--- src/rtl/if_fetch_unit.sv ---
// ----------------------------------------------------------------------------
// if_fetch_unit
//
// Purpose:
//   Instruction-fetch producer for the IF/ID pipeline register. It walks a
//   sequential PC, issues in-order word requests to the instruction memory,
//   buffers the returned instructions in a small FIFO and presents the FIFO
//   head to IF/ID. A redirect (branch/jump/trap) flushes the buffer, retargets
//   the fetch PC and silently drops every response still in flight for the
//   old stream.
//
// Parameters:
//   RESET_PC    first PC fetched after reset
//   FIFO_DEPTH  buffer entries (power of 2, >= 2); also the cap on
//               outstanding requests plus buffered instructions
//
// Optional feature (compile-time macro IF_MISALIGN_CHK_EN):
//   defined   : a redirect whose target has [1:0] != 0 raises misalign_o,
//               keeps the target unmodified and blocks issue until the next
//               aligned redirect.
//   undefined : misalign_o is tied low and targets are forced word-aligned.
//
// Ports:
//   clk, rst_n        clock (rising edge), asynchronous active-low reset
//   stall_i           IF/ID is not accepting this cycle
//   redirect_i        flush + new fetch target redirect_pc_i
//   imem_req_o        request valid, address imem_addr_o
//   imem_ready_i      memory accepts the request this cycle
//   imem_rvalid_i     in-order response valid, data imem_rdata_i
//   pc_if_o/pc4_if_o  PC of the presented instruction and PC + 4
//   instr_if_o        presented instruction (NOP when not valid)
//   instr_valid_if_o  presented instruction valid
//   misalign_o        misaligned-redirect flag
// ----------------------------------------------------------------------------
module if_fetch_unit #(
   parameter logic [31:0] RESET_PC   = 32'h0000_0000,
   parameter int          FIFO_DEPTH = 2
) (
   input  logic        clk,
   input  logic        rst_n,
   input  logic        stall_i,
   input  logic        redirect_i,
   input  logic [31:0] redirect_pc_i,
   output logic        imem_req_o,
   output logic [31:0] imem_addr_o,
   input  logic        imem_ready_i,
   input  logic        imem_rvalid_i,
   input  logic [31:0] imem_rdata_i,
   output logic [31:0] pc_if_o,
   output logic [31:0] pc4_if_o,
   output logic [31:0] instr_if_o,
   output logic        instr_valid_if_o,
   output logic        misalign_o
);

   localparam int            AW      = (FIFO_DEPTH > 1) ? $clog2(FIFO_DEPTH) : 1;
   localparam int            CW      = AW + 1;
   localparam logic [CW-1:0] DEPTH_C = CW'(FIFO_DEPTH);
   localparam logic [31:0]   NOP     = 32'h0000_0013;

   // control state
   logic          r_active;
   logic [31:0]   r_fetch_pc;
   logic [31:0]   r_resp_pc;
   logic [CW-1:0] r_outstanding;
   logic [CW-1:0] r_discard;
   logic [CW-1:0] r_count;
   logic [AW-1:0] r_wr_ptr;
   logic [AW-1:0] r_rd_ptr;

   // instruction buffer
   logic [31:0]   r_buf_pc    [FIFO_DEPTH];
   logic [31:0]   r_buf_instr [FIFO_DEPTH];

   logic          w_empty;
   logic [CW:0]   w_credits_used;
   logic          w_issue_ok;
   logic          w_hold;
   logic          w_req;
   logic          w_accept;
   logic          w_retire;
   logic          w_push;
   logic          w_pop;
   logic          w_valid;
   logic [31:0]   w_target;

`ifdef IF_MISALIGN_CHK_EN
   logic          r_misalign;

   // Misaligned targets are kept as-is so a trap handler can see them.
   assign w_target   = redirect_pc_i;
   assign w_hold     = r_misalign;
   assign misalign_o = r_misalign;

   always_ff @(posedge clk or negedge rst_n) begin
      if (!rst_n) begin
         r_misalign <= 1'b0;
      end else if (redirect_i) begin
         r_misalign <= (redirect_pc_i[1:0] != 2'b00);
      end
   end
`else
   assign w_target   = redirect_pc_i & 32'hFFFF_FFFC;
   assign w_hold     = 1'b0;
   assign misalign_o = 1'b0;
`endif

   assign w_empty        = (r_count == '0);

   // Credit rule: every request in flight already owns a buffer slot, so a
   // returning response can always be pushed without an overflow check.
   assign w_credits_used = {1'b0, r_outstanding} + {1'b0, r_count};
   assign w_issue_ok     = (w_credits_used < {1'b0, DEPTH_C});

   // r_active keeps the request line low while in reset and releases it on
   // the first edge after rst_n deasserts.
   assign w_req    = r_active & ~redirect_i & ~w_hold & w_issue_ok;
   assign w_accept = w_req & imem_ready_i;

   // A response with nothing outstanding is a protocol error; ignore it so
   // the counter cannot underflow.
   assign w_retire = imem_rvalid_i & (r_outstanding != '0);

   // Responses in the redirect cycle belong to the old stream by definition.
   assign w_push   = w_retire & ~redirect_i & (r_discard == '0);
   assign w_pop    = ~w_empty & ~stall_i & ~redirect_i;
   assign w_valid  = ~w_empty & ~redirect_i;

   assign imem_req_o       = w_req;
   assign imem_addr_o      = r_fetch_pc;
   assign pc_if_o          = r_buf_pc[r_rd_ptr];
   assign pc4_if_o         = r_buf_pc[r_rd_ptr] + 32'd4;
   assign instr_if_o       = w_valid ? r_buf_instr[r_rd_ptr] : NOP;
   assign instr_valid_if_o = w_valid;

   always_ff @(posedge clk or negedge rst_n) begin
      if (!rst_n) begin
         r_active      <= 1'b0;
         r_fetch_pc    <= RESET_PC;
         r_resp_pc     <= RESET_PC;
         r_outstanding <= '0;
         r_discard     <= '0;
         r_count       <= '0;
         r_wr_ptr      <= '0;
         r_rd_ptr      <= '0;
      end else begin
         r_active      <= 1'b1;
         r_outstanding <= r_outstanding + CW'(w_accept) - CW'(w_retire);
         if (redirect_i) begin
            r_fetch_pc <= w_target;
            r_resp_pc  <= w_target;
            // Everything still in flight after this edge is old-stream data;
            // this also folds in any discard count left by an earlier redirect.
            r_discard  <= r_outstanding - CW'(w_retire);
            r_count    <= '0;
            r_wr_ptr   <= '0;
            r_rd_ptr   <= '0;
         end else begin
            if (w_accept) begin
               r_fetch_pc <= r_fetch_pc + 32'd4;
            end
            if (w_retire && (r_discard != '0)) begin
               r_discard <= r_discard - CW'(1);
            end
            if (w_push) begin
               r_resp_pc <= r_resp_pc + 32'd4;
               r_wr_ptr  <= r_wr_ptr + AW'(1);
            end
            if (w_pop) begin
               r_rd_ptr <= r_rd_ptr + AW'(1);
            end
            r_count <= r_count + CW'(w_push) - CW'(w_pop);
         end
      end
   end

   // PC storage is reset so pc_if_o/pc4_if_o read 0/4 straight out of reset.
   always_ff @(posedge clk or negedge rst_n) begin
      if (!rst_n) begin
         for (int i = 0; i < FIFO_DEPTH; i++) begin
            r_buf_pc[i] <= '0;
         end
      end else if (w_push) begin
         r_buf_pc[r_wr_ptr] <= r_resp_pc;
      end
   end

   // Instruction storage needs no reset: it is masked to NOP when not valid.
   always_ff @(posedge clk) begin
      if (w_push) begin
         r_buf_instr[r_wr_ptr] <= imem_rdata_i;
      end
   end

endmodule
--- config.mk ---
export PLATFORM = sky130hd
export DESIGN_NAME = if_fetch_unit
export DESIGN_NICKNAME = d
export VERILOG_FILES = /design/src/rtl/if_fetch_unit.sv
export SDC_FILE = /design/constraint.sdc
export NUM_CORES = 1
export LEC_CHECK = 0
export ABC_CLOCK_PERIOD_IN_PS = 2850
export CORE_ASPECT_RATIO = 1.75
export CORE_MARGIN = 8
export CORE_UTILIZATION = 45
export CTS_CLUSTER_DIAMETER = 200
export DETAILED_ROUTE_END_ITERATION = 10
export PLACE_DENSITY = 0.77
export SETUP_SLACK_MARGIN = 0.2
export SKIP_CTS_REPAIR_TIMING = 1
export SKIP_LAST_GASP = 1
export SLEW_MARGIN = 20
export SYNTH_ARGS = -nofsm -noshare
export SYNTH_HDL_FRONTEND = slang
export SYNTH_SLANG_ARGS = --single-unit
--- constraint.sdc ---
create_clock -name clk -period 2.85 [get_ports clk]
set_clock_uncertainty 0.05 [all_clocks]
set_input_delay 0.57 -clock clk [delete_from_list [all_inputs] [get_ports clk]]
set_output_delay 0.57 -clock clk [all_outputs]
set_load 0.005 [all_outputs]
# --- Yosys cells after proc, flatten, opt, wreduce, memory -nomap -nowiden ---
# Memories as Yosys holds them, arrays and structs flattened.
# Index checks and enable logic that the tools add are counted.
word_totals:
  mem_bits_rw: 64
  out_inout_bits: 131
  reg_bits: 137
  mem_count: 1
mem_list:
  columns: ["memory", "depth", "word_bits", "rd", "rd_ports_with_merged_regs", "write_ports", "line", "source"]
  rows:
  - ["r_buf_instr", 2, 32, 1, 0, 1, "73", "logic [31:0] r_buf_instr [FIFO_DEPTH];"]
op_classes:
  n_mux: 20
  order_cmp: 4
  reduce_logical: 10
  bitwise: 14
  add_sub_neg: 12
ops:
  columns: ["operator", "n"]
  rows:
  - ["two-way mux 32 bit", 9]
  - ["adder 32 x 3 -> 32 bit, second input constant", 3]
  - ["bitwise mux 64 bit", 1]
  - ["demux 32 bit (select 1 bit)", 1]
  - ["nonzero test 2 bit", 6]
  - ["bitwise AND 1 bit", 9]
  - ["two-way mux 1 bit", 6]
  - ["two-way mux 2 bit", 3]
  - ["subtractor 2 x 1 -> 2 bit", 3]
  - ["adder 2 x 1 -> 2 bit", 2]
  - ["greater-or-equal comparator 2 bit, second input constant", 2]
  - ["logical NOT 2 bit", 2]
  - ["inverter 1 -> 2 bit", 2]
  - ["adder 2 x 2 -> 3 bit", 1]
  - ["< comparator 3 x 2 -> 1 bit, second input constant", 1]
  - ["inverter 1 bit", 3]
  - ["adder 1 bit, second input constant", 2]
  - ["logical AND 1 bit", 2]
  - ["< comparator 2 x 1 -> 1 bit, second input constant", 1]
  - ["subtractor 2 x 1 -> 2 bit, second input constant", 1]

# --- Longest topological paths before layout ---
# Gate-level depths: netlist of run 1.
logic_depth:
  word_depth: 7
  ltp_mapped: 13
  mapped_depth_nobuf: 10

# --- Worst setup path after synthesis of run 1 ---
# Ideal clock, no wire load.
synth_path:
  path_kind: "reg-to-output"
  startpoint: "reg r_rd_ptr"
  endpoint: "out pc4_if_o[28]"
  path_slack_ps: -306
  arrival_ps: 2536
  stages_incl_launch_ff: 13
  path_cell_list: "dfrtp_1 > buf_4 > buf_2 > buf_2 > buf_2 > mux2i_1 > inv_1 > ha_1 > nand4b_1 > a22oi_1 > nand4_1 > nor3b_2 > xor2_1"
synth_between:
  elab_chain_cells: 5
synth_rtl:
  columns: ["element", "line", "source"]
  rows:
  - ["start, declared", "69", "logic [AW-1:0] r_rd_ptr;"]
  - ["start signal, assigned", "170", "r_rd_ptr <= r_rd_ptr + AW'(1);"]
  - ["inverter 1 -> 2 bit", null, null]
  - ["two-way mux 32 bit (3 in a row)", null, null]
  - ["net pc_if_o[2]", "49", "output logic [31:0] pc_if_o,"]
  - ["adder 32 x 3 -> 32 bit", "132", "assign pc4_if_o = r_buf_pc[r_rd_ptr] + 32'd4;"]
  - ["end, declared", "50", "output logic [31:0] pc4_if_o,"]
# The timed path passes the listed nets, and every way through them passes these cells. The select of a mux whose other input is x is not followed.

# --- Worst setup path in the final report of run 1 ---
layout_path:
  startpoint: "reg r_rd_ptr"
  endpoint: "out pc4_if_o[28]"
layout_between:
  elab_chain_cells: 5
layout_rtl:
  columns: ["element", "line"]
  rows:
  - ["inverter 1 -> 2 bit (implied by the code)", "132"]
  - ["two-way mux 32 bit (implied by the code) (3 in a row)", "132"]
  - ["adder 32 x 3 -> 32 bit", "132"]
# No other way between the ends. The select of a mux whose other input is x is not followed.

==> out/results.txt, run 1 <==
Worst-Margin Slew: 618 ps
Rel. slew slack: 58.5%
Worst Path Buf+Inv: 4
Lkg Pwr: 6.08 nW
Tot Pwr: 10.6 mW
Row count: 71
Antenna viol nets, final: 0
Area of placed instances: 12500 um2
Share of layout cells above drive strength 1: 27.4%
Synth cell count leaders: dfrtp_1 (129), mux2_2 (89), nand2_1 (67)
Warning count from the yosys run: 0
PwrDens: 777 nW/um2
Post-synth EDFFs: 64
Die area: 26800 um2
Overflow left after global routing: 0
Die Wd: 127 um
Tmin final: 3310 ps
Core area: 21400 um2
Die H: 211 um
Critical-path cell list: buf_12 > buf_12 > nand4b_1 > a22oi_2 > nand4_1 > buf_6 > nor3b_2 > xor2_1 > buf_2
Num ports: 201
Number of global-route vias before repair: 7752
DR vias/cell: 5.37
CP max FO: 8
Setup ws final: -462 ps
Final Util: 63.5%
Clk_lat worst skew: 420 ps
Starting Density: 45.6%
Slowest CP cell: dfrtp_4
Synth top area share: 33.1%
Max cap viols: 0
Routed len/inst: 18.7 um
Outcome: finished with violations
Num Clock Sinks: 193
Routability cong.: 0.855
Sequential element share of the synthesized area: 52.8%
Hold Vio Cnt, Final: 0
Commonest register cell after synthesis: dfrtp_1
Synth-to-Final Area Change: 39.4%
Final setup viols: 22
WL final: 26500 um
Root buf cell: clkbuf_16
# port buffers: 191
Nets: 1191
Antenna fix cells: 0
H-tree lvl count: 4
Max VDD drop: 0.000342 V
Avg Inst Size Synth: 11.5 um2
Most frequent cell after synthesis: dfrtp_1
Final period util: 116%
Clk buf depth: 2
First-pass GRT wire length: 39800 um
Arr. time, crit path: 2690 ps
Pre-CTS setup slack: -333 ps
Dpl hpwl: 19200 um
Initial antenna violation count: 0
Fin. max-slew vios: 0
Worst path max stage delay: 550 ps
RSZ-0062 raised after global routing: true
Crit end category: output port
CP top delay family: buffers and inverters
First-pass iteration count of the detailed router: 5
Drt initial violations: 362
Global-route usage over all layers: 18.6%
Fmax: 302 MHz
FF+latch count, synth: 193
Vias: 7604
Startpoint type of the worst setup path: flop
Cell taking the most area after synthesis: dfrtp_1
Violated checks: setup timing
Drt drc: 0
WP data required: 2230 ps
Critical path class: reg2out
TritonCTS Buffers: 17
Top cells by area, synth: dfrtp_1 (33%), edfxtp_1 (20%), mux2_2 (10%)
CTS tree: done
Worst-path clk slew: 70 ps
Fin area: 13600 um2
Largest net degree at the start of global routing: 67
Unique masters post-synth: 62
Hold Crit Class: in2async
Netlist Area Pre-Place: 9760 um2
Synth Instances: 849
Post-synth ARST share: 66.8%
CP dominant cell by count: buf_12
## metal layers
metal / global-route usage [%] / vias up / share of wire (%)
li1: - / 3586 / -
met1: 20.3 / 3758 / 39
met2: 34.7 / 220 / 55
met3: 3.39 / 40 / 4.4
met4: 6.93 / 0 / 2.3
met5: 0 / - / 0
## report_power, final
part	internal, mW	switching [mW]	total [mW]
combinational	2.37	1.80	4.17
sequential	3.44	0.508	3.95
clock	1.39	1.05	2.45
total	7.21	3.36	10.6
## path summary, 6_finish.rpt
check	startpoint	to	slack, ps	depth (start not counted)
hold reg to reg	r_buf_pc[63]	r_buf_pc[63]	460	1
min in group clk	r_buf_pc[63]	r_buf_pc[63]	460	1
setup / recovery	r_rd_ptr	pc4_if_o[28]	-460	9
hold / removal	rst_n	r_buf_pc[27]	60	1
max in group asynchronous	rst_n	r_rd_ptr	1920	2
setup reg to reg	r_outstanding[0]	r_outstanding[1]	320	11
## cell type report
class	instances	area (um2)
inverters	22	82.6
clock buffers	21	472
well taps	292	365
clock inverters	11	139
multi-input cells	594	4610
fillers	1642	7810
repair buffers	284	2780
flip-flops and latches	193	5150
## logic make-up after synthesis
logic type / synth area share, %
DFF: 52.8
AOI/OAI and AO/OA: 6.18
adders and majority gates: 1.23
and+or+nand+nor: 15.2
muxes: 15.2
other: 0.0769
buffers and inverters: 3.24
xor gates and xnor gates: 6.10
## through the flow
step           TNS [ps]  std cells  hold slack, ps
6_report          -5680       1417            57.0
5_1_grt           -8480       1417            78.1
4_1_cts          -17150       1397            62.1
3_5_place_dp      -4540       1365             441
3_3_place_gp      -3350       1365             434
2_1_floorplan     -9.65        855             224
## sequential cells by signal, indices dropped and copies added, names as in the netlist
signal and count:
r_buf_pc 60, imem_addr_o 30, r_wr_ptr 1, r_buf_instr 64, r_rd_ptr 1, r_outstanding 2, r_discard 2, r_count 2
r_resp_pc 30, r_active 1
## worst reg2reg max path: stages, from the launching register on
cell and delay [ps]:
dfrtp_2 400, and2_4 160, fa_2 480, nor4b_4 220, buf_4 190, and2_4 160, inv_2 70, ha_4 260
inv_2 40, ha_4 150, xnor2_2 130, xnor2_1 120
## layout by cell type, fill, tap and decap left out, types with 27 or more instances in the layout
master and count:
edfxtp_1 64, dfrtp_1 127, xor2_1 31, nand3_1 43
xnor2_1 35, clkdlybuf4s50_1 115, nand4_1 27, buf_4 73
nor2_1 58, o21ai_0 27, nand2_1 67, mux2_2 81
mux2i_1 40, dlymetal6s2s_1 46
No activity file was read; power rests on OpenSTA's default activity.
==> inputs of run 2 (changes only) <==
--- a/config.mk
+++ b/config.mk
@@ -5,13 +5,13 @@
 export SDC_FILE = /design/constraint.sdc
 export NUM_CORES = 1
 export LEC_CHECK = 0
-export ABC_CLOCK_PERIOD_IN_PS = 2850
+export ABC_CLOCK_PERIOD_IN_PS = 3900
 export CORE_ASPECT_RATIO = 1.75
 export CORE_MARGIN = 8
 export CORE_UTILIZATION = 45
 export CTS_CLUSTER_DIAMETER = 200
 export DETAILED_ROUTE_END_ITERATION = 10
-export PLACE_DENSITY = 0.77
+export PLACE_DENSITY = 0.75
 export SETUP_SLACK_MARGIN = 0.2
 export SKIP_CTS_REPAIR_TIMING = 1
 export SKIP_LAST_GASP = 1
==> constraint.sdc (replaced) <==
create_clock -name clk -period 3.9 [get_ports clk]
set_clock_uncertainty 0.05 [all_clocks]
set_input_delay 0.78 -clock clk [delete_from_list [all_inputs] [get_ports clk]]
set_output_delay 0.78 -clock clk [all_outputs]
set_load 0.005 [all_outputs]
==> out/results.txt, run 2 (same netlist as run 1, synthesis figures left out) <==
Fin. max-slew vios: 0 (unchanged)
Switching Share: 31.1% (-0.67 points)
Slowest CP cell: clkdlybuf4s50_1
Clk buf depth: 2 (unchanged)
Worst path max stage delay: 530 ps (-20 ps)
Drt drc: 0 (unchanged)
Final non-filler cell total: 1349 (-4.8%)
Max VDD drop: 0.000304 V (-11%)
CP dominant cell by count: nand4_1
Sw power: 2.29 mW (-32%)
Rel. slew slack: 40.7% (-18 points)
Multi-input gate area: 4400 um2 (-4.5%)
Commonest cells after routing, fill and taps aside: clkdlybuf4s50_1 (183), dfrtp_1 (128), mux2_2 (89), nand2_1 (67)
Arr. time, crit path: 2900 ps (+210 ps)
Critical path class: reg2out
Pre-CTS setup slack: 372 ps (+705 ps)
Root buf cell: clkbuf_16
Final Util: 59.8% (-3.8 points)
Antenna viol nets, final: 0 (unchanged)
Lkg Pwr: 5.01 nW (-18%)
Reg area: 5150 um2 (about the same)
R2R Path End: imem_addr_o[31]
Startpoint type of the worst setup path: flop
Routability cong.: 0.816 (-4.5%)
Share of layout cells above drive strength 1: 17.5% (-9.9 points)
Placed insts: 1309 (-4.1%)
Combinational Power Share: 36.9% (-2.6 points)
Largest net degree at the start of global routing: 63 (-6.0%)
CP max FO: 6 (-2)
First-pass GRT wire length: 38400 um (-3.6%)
TNS Setup: 0 ps (+5680 ps)
Antenna fix cells: 0 (unchanged)
Fin area: 12800 um2 (-5.9%)
Top reg by flops: r_buf_instr
Initial antenna violation count: 0 (unchanged)
Max cap viols: 0 (unchanged)
Largest register FFs: 64 (unchanged)
Fmax: 268 MHz
Grt met1 use: 20.6% (+0.21 points)
Hold Vio Cnt, Final: 0 (unchanged)
Synth-to-Final Area Change: 31.1%
Number of global-route vias before repair: 7294 (-5.9%)
Final period util: 95.8%
Crit end category: output port
PwrDens: 574 nW/um2 (-26%)
Clock power frac: 23.7% (+0.6 points)
Die area: 26800 um2 (unchanged)
Commonest non-fill, non-tap cell in the layout: clkdlybuf4s50_1
CTS tree: done
Tmin final: 3730 ps
Fillcell total: 1769 (+7.7%)
Num Clock Sinks: 193 (unchanged)
RSZ-0062 raised after global routing: true
Tot Pwr: 7.34 mW (-31%)
Worst-path clk slew: 70 ps (about the same)
Die H: 211 um (unchanged)
TritonCTS Buffers: 17 (unchanged)
Starting Density: 45.6% (unchanged)
Internal power: 5.06 mW (-30%)
Routed len/inst: 18.4 um (-1.4%)
Reg2Reg Setup Slack: 770 ps (+450 ps)
Global-route usage over all layers: 18.0% (-0.62 points)
Critical-path cell list: mux2_2 > ha_4 > nand4_1 > a22oi_2 > nand4_1 > buf_4 > nor3_2 > xnor2_1 > clkdlybuf4s50_1
Vias: 7322 (-3.7%)
GR Util met2: 32.5% (-2.2 points)
WL final: 24800 um (-6.2%)
Setup ws final: 165 ps (+628 ps)
RR Startpoint: r_outstanding[0]
Worst-Margin Slew: 887 ps (+268 ps)
Num ports: 201 (unchanged)
Grt peak-use layer: met2
Clk_lat worst skew: 420 ps (about the same)
WP data required: 3070 ps (+840 ps)
Outcome: complete, no violations
Largest regs: r_buf_instr (64), r_buf_pc (60)
Overflow left after global routing: 0 (unchanged)
Final setup viols: 0 (-100%)
H-tree lvl count: 4 (unchanged)
Drt initial violations: 422 (+17%)
Met3 usage in global routing: 3.03% (-0.35 points)
Dpl hpwl: 18100 um (-5.5%)
DR vias/cell: 5.43 (+1.1%)
Core area: 21400 um2 (unchanged)
Reg2reg path depth: 9 (-2)
Hold Crit Class: in2async
Area of placed instances: 12000 um2 (-4.1%)
Nets: 1123 (-5.7%)
Die Wd: 127 um (unchanged)
First-pass iteration count of the detailed router: 4 (-1)
Row count: 71 (unchanged)
Register share of total power: 39.4% (+2.0 points)
Hold Worst Slack: 342 ps (+285 ps)
# port buffers: 191 (unchanged)
[run 2: cell count changes in the layout (fill, tap and decap cells not counted), moves of 8 or more]
cell / change
clkdlybuf4s50_1: +68
buf_4: -53
dlymetal6s2s_1: -39
clkbuf_2: -16
buf_2: -12
buf_6: -9
mux2_2: +8
mux2_4: -8
[run 2: per-layer routing]
layer,part of all wire (%),wire length [um]
met1,40,9930
met2,53,13100
met3,4.4,1090
met4,2.7,669
met5,0,0
[run 2: power groups by stage]
stage	Clock, mW	Sequential [mW]	Combinational, mW
2_1_floorplan	0	2.80	1.37
3_3_place_gp	0	2.89	2.63
3_5_place_dp	0	2.92	2.68
4_1_cts	1.79	2.88	2.69
5_1_grt	1.86	2.95	2.93
6_report	1.74	2.89	2.71
[run 2: how the worst max path moves through the flow]
stage	from	cells after the start	endpoint	slack [ps]
after floorplan	r_rd_ptr	12	pc4_if_o[28]	530
after global placement	r_rd_ptr	7	pc4_if_o[31]	410
after detailed placement	r_rd_ptr	7	pc4_if_o[31]	370
after CTS	r_rd_ptr	7	pc4_if_o[31]	-90
after global routing	r_rd_ptr	9	pc4_if_o[30]	20
final	r_rd_ptr	9	pc4_if_o[30]	170
[run 2: area by class of cell]
| class | instances | share of cell area, % |
|---|---|---|
| sequential | 193 | 40.3 |
| multi-input combinational | 594 | 34.4 |
| timing repair buffer | 216 | 17.2 |
| clock buffer | 18 | 3.43 |
| tap | 292 | 2.86 |
| clock inverter | 14 | 1.18 |
| inverter | 22 | 0.645 |
[run 2: worst max-delay path: cells and delay by family (launching register included)]
kind                     cells  cell delay, ps
AO/OA/AOI/OAI                1             220
multiplexers                 1             300
flip-flops                   1             520
adder cells (fa/ha/maj)      1             170
buffers and inverters        2             730
AND/OR/NAND/NOR              3             400
XOR/XNOR                     1             150
==> variant, RTL diff (settings of run 1) <==
The parameter `FIFO_DEPTH` goes from 2 to 8. Comments in the files are not updated.
--- a/src/rtl/if_fetch_unit.sv
+++ b/src/rtl/if_fetch_unit.sv
@@ -35,5 +35,5 @@
 module if_fetch_unit #(
    parameter logic [31:0] RESET_PC   = 32'h0000_0000,
-   parameter int          FIFO_DEPTH = 2
+   parameter int          FIFO_DEPTH = 8
 ) (
    input  logic        clk,
Formal check against the unedited RTL: not equivalent (Yosys sat finds a counterexample within 4 cycles, from zero or initial values and one cycle with rst_n low).
==> variant against run 1 <==
- the run still ends with setup timing left
- non-clock buffer count is 133 higher
- routed wire length increased to 2.7 times the old value
- power grew 130%
- setup slack worse by 0.56 ns
- sequential cell count up 382
- register-to-register slack worse by 0.08 ns
- cell area is 140% higher
- first-iteration DRC count rose to 2.9 times the old value
- critical path depth grew 2
- area after synthesis rose to 2.7 times the old value
- critical path type unchanged
- largest power group is now registers
==> variant: results (changes against run 1) <==
| Metric | Value |
|---|---|
| Status | complete, but fails checks |
| Failing checks | setup timing |
| RR Endpoint | imem_addr_o[13]$_DFFE_PN0N_ |
| Design Area, Final | 32750 um^2 (+140%) |
| Most frequent cells after synthesis | dfrtp_1 (319), edfxtp_1 (256), nand2_1 (244), mux2_2 (216), mux4_2 (91) |
| Register-to-Register Path Depth | 11 (unchanged) |
| Post-synthesis adder-cell area fraction | 1.261% (+0.031 points) |
| Placed cell area | 29640 um^2 (+140%) |
| Wire length after detailed routing | 70.22 mm (+170%) |
| Cts bufs inserted | 51 (+34) |
| Vias/cell | 5.619 (+4.7%) |
| Critical path launch point | r_rd_ptr[0]$_DFFE_PN0P_ |
| First-pass GRT wire length | 102.0 mm (+160%) |
| Endpoints failing setup | 92 (+320%) |
| Reg2reg start | r_count[3]$_DFF_PN0_ |
| R2R Setup Slk | 0.24 ns (-0.08 ns) |
| Clk buf depth | 3 (+1) |
| Synth warnings | 0 (unchanged) |
| Share of layout cells above drive strength 1 | 35.93% (+8.5 points) |
| Largest net degree at the start of global routing | 83 (+24%) |
| GR Layer Usage met1 | 21.67% (+1.3 points) |
| Gr usage total | 20.01% (+1.4 points) |
| EDFF count, synth | 256 (+300%) |
| Root Buffer | clkbuf_16 |
| Top cells by area, synth | dfrtp_1 (31%), edfxtp_1 (30%), mux2_2 (9.4%) |
| Mux contribution to synthesized area | 22.21% (+7.0 points) |
| Distinct cell type count after synthesis | 71 (+15%) |
| Iteration-0 DRC Markers | 1032 (+190%) |
| Detail Placement HPWL | 44.29 mm (+130%) |
| Antenna violations before repair | 3 (+3) |
| Synth Area in XOR/XNOR | 2.595% (-3.5 points) |
| GRT met3 Usage | 3.098% (-0.29 points) |
| Peak VDD IR | 0.6172 mV (+80%) |
| M2 GR Usage | 36.42% (+1.7 points) |
| Final WS setup | -1.018 ns (-0.5558 ns) |
| HP Class | flip-flop to flip-flop |
| Post-synthesis sequential area ratio | 60.30% (+7.5 points) |
| Synth async-reset ratio | 55.48% (-11 points) |
| Nets | 2202 (+85%) |
| Clock Latency Late Sink | 0.59 ns (+0.17 ns) |
| Synth Area in Compound Gates | 1.912% (-4.3 points) |
| Global placer's final weighted congestion | 0.8799 (+2.9%) |
| Worst-Margin Slew | 0.7639 ns (+0.1455 ns) |
| # H-tree levels | 2 (-2) |
| Worst EP arrival | 3.25 ns (+0.56 ns) |
| CP top delay family | simple AND/OR/NAND/NOR gates |
| Fillcell total | 4344 (+160%) |
| CP Capture Point | pc4_if_o[31] |
| Setup WS pre-CTS | -1.028 ns (-0.6950 ns) |
| Vias in the first global route | 17252 (+120%) |
| Slowest Stage Delay on Critical Path | 0.56 ns |
| Leak pwr | 13.91 nW (+130%) |
| Top Registers | r_buf_instr x256, r_buf_pc x240 |
-- variant: report_power, final --
part           total (mW)  internal, mW  switching [mW]
logic                7.69          4.40            3.30
clock network        7.23          4.12            3.11
registers            9.61          9.10           0.511
total                24.5          17.6            6.91
-- variant: worst register-to-register path, stage by stage (launching register included) --
cell	delay [ns]
dfrtp_1	0.42
ha_4	0.26
nor4b_4	0.28
buf_4	0.15
o2111a_1	0.22
inv_2	0.09
buf_4	0.18
nor3_1	0.19
buf_4	0.17
nand4_1	0.11
xnor2_1	0.14
mux2_2	0.26
-- variant: layout make-up --
class	instances	area share, %
flip-flops and latches	575	47.89
clock buffers	63	4.253
inverters	34	0.4394
repair buffers	417	13.46
clock inverters	29	1.104
multi-input cells	1028	29.90
diodes	3	0.02293
well taps	767	2.931
-- variant: per-stage QoR --
| step | std cells | total power, mW | hold WS (ns) | TNS [ns] |
|---|---|---|---|---|
| CTS | 2821 | 23.30 | -0.09876 | -96.53 |
| global placement | 2729 | 15.90 | 0.3921 | -34.32 |
| floorplan | 1764 | 13.15 | 0.2244 | 0 |
| detailed placement | 2729 | 16.06 | 0.3985 | -37.57 |
| global route | 2916 | 25.53 | 0.4417 | -62.05 |
| finish | 2916 | 24.54 | 0.4150 | -54.49 |
-- variant: cells by family after synthesis --
family,Yosys count
compound gates,80
mux,384
buf+inv,161
other cells,2
simple gates,454
xor+xnor,77
fa+ha+maj,25
flops,575
-- variant: per-layer routing --
metal	routed length (um)	part of all wire, %	vias up
met1	24610	35	8460
met3	3854	5.5	171
met2	37440	53	631
met4	4321	6.2	0
met5	0	0	-
li1	-	-	7124
-- variant: how the worst min path moves through the flow --
stage                         startpoint                          end  slack, ns  cells past startpoint
2_1_floorplan                      rst_n  imem_addr_o[10]$_DFFE_PN0N_       0.22                      0
3_3_place_gp    r_buf_pc[62]$_DFFE_PN0P_     r_buf_pc[62]$_DFFE_PN0P_       0.39                      2
3_5_place_dp   r_buf_pc[163]$_DFFE_PN0P_    r_buf_pc[163]$_DFFE_PN0P_       0.40                      2
4_1_cts                            rst_n    r_resp_pc[10]$_DFFE_PN0N_       -0.1                      1
5_1_grt         r_buf_pc[63]$_DFFE_PN0P_     r_buf_pc[63]$_DFFE_PN0P_       0.44                      2
6_report        r_buf_pc[63]$_DFFE_PN0P_     r_buf_pc[63]$_DFFE_PN0P_       0.42                      2
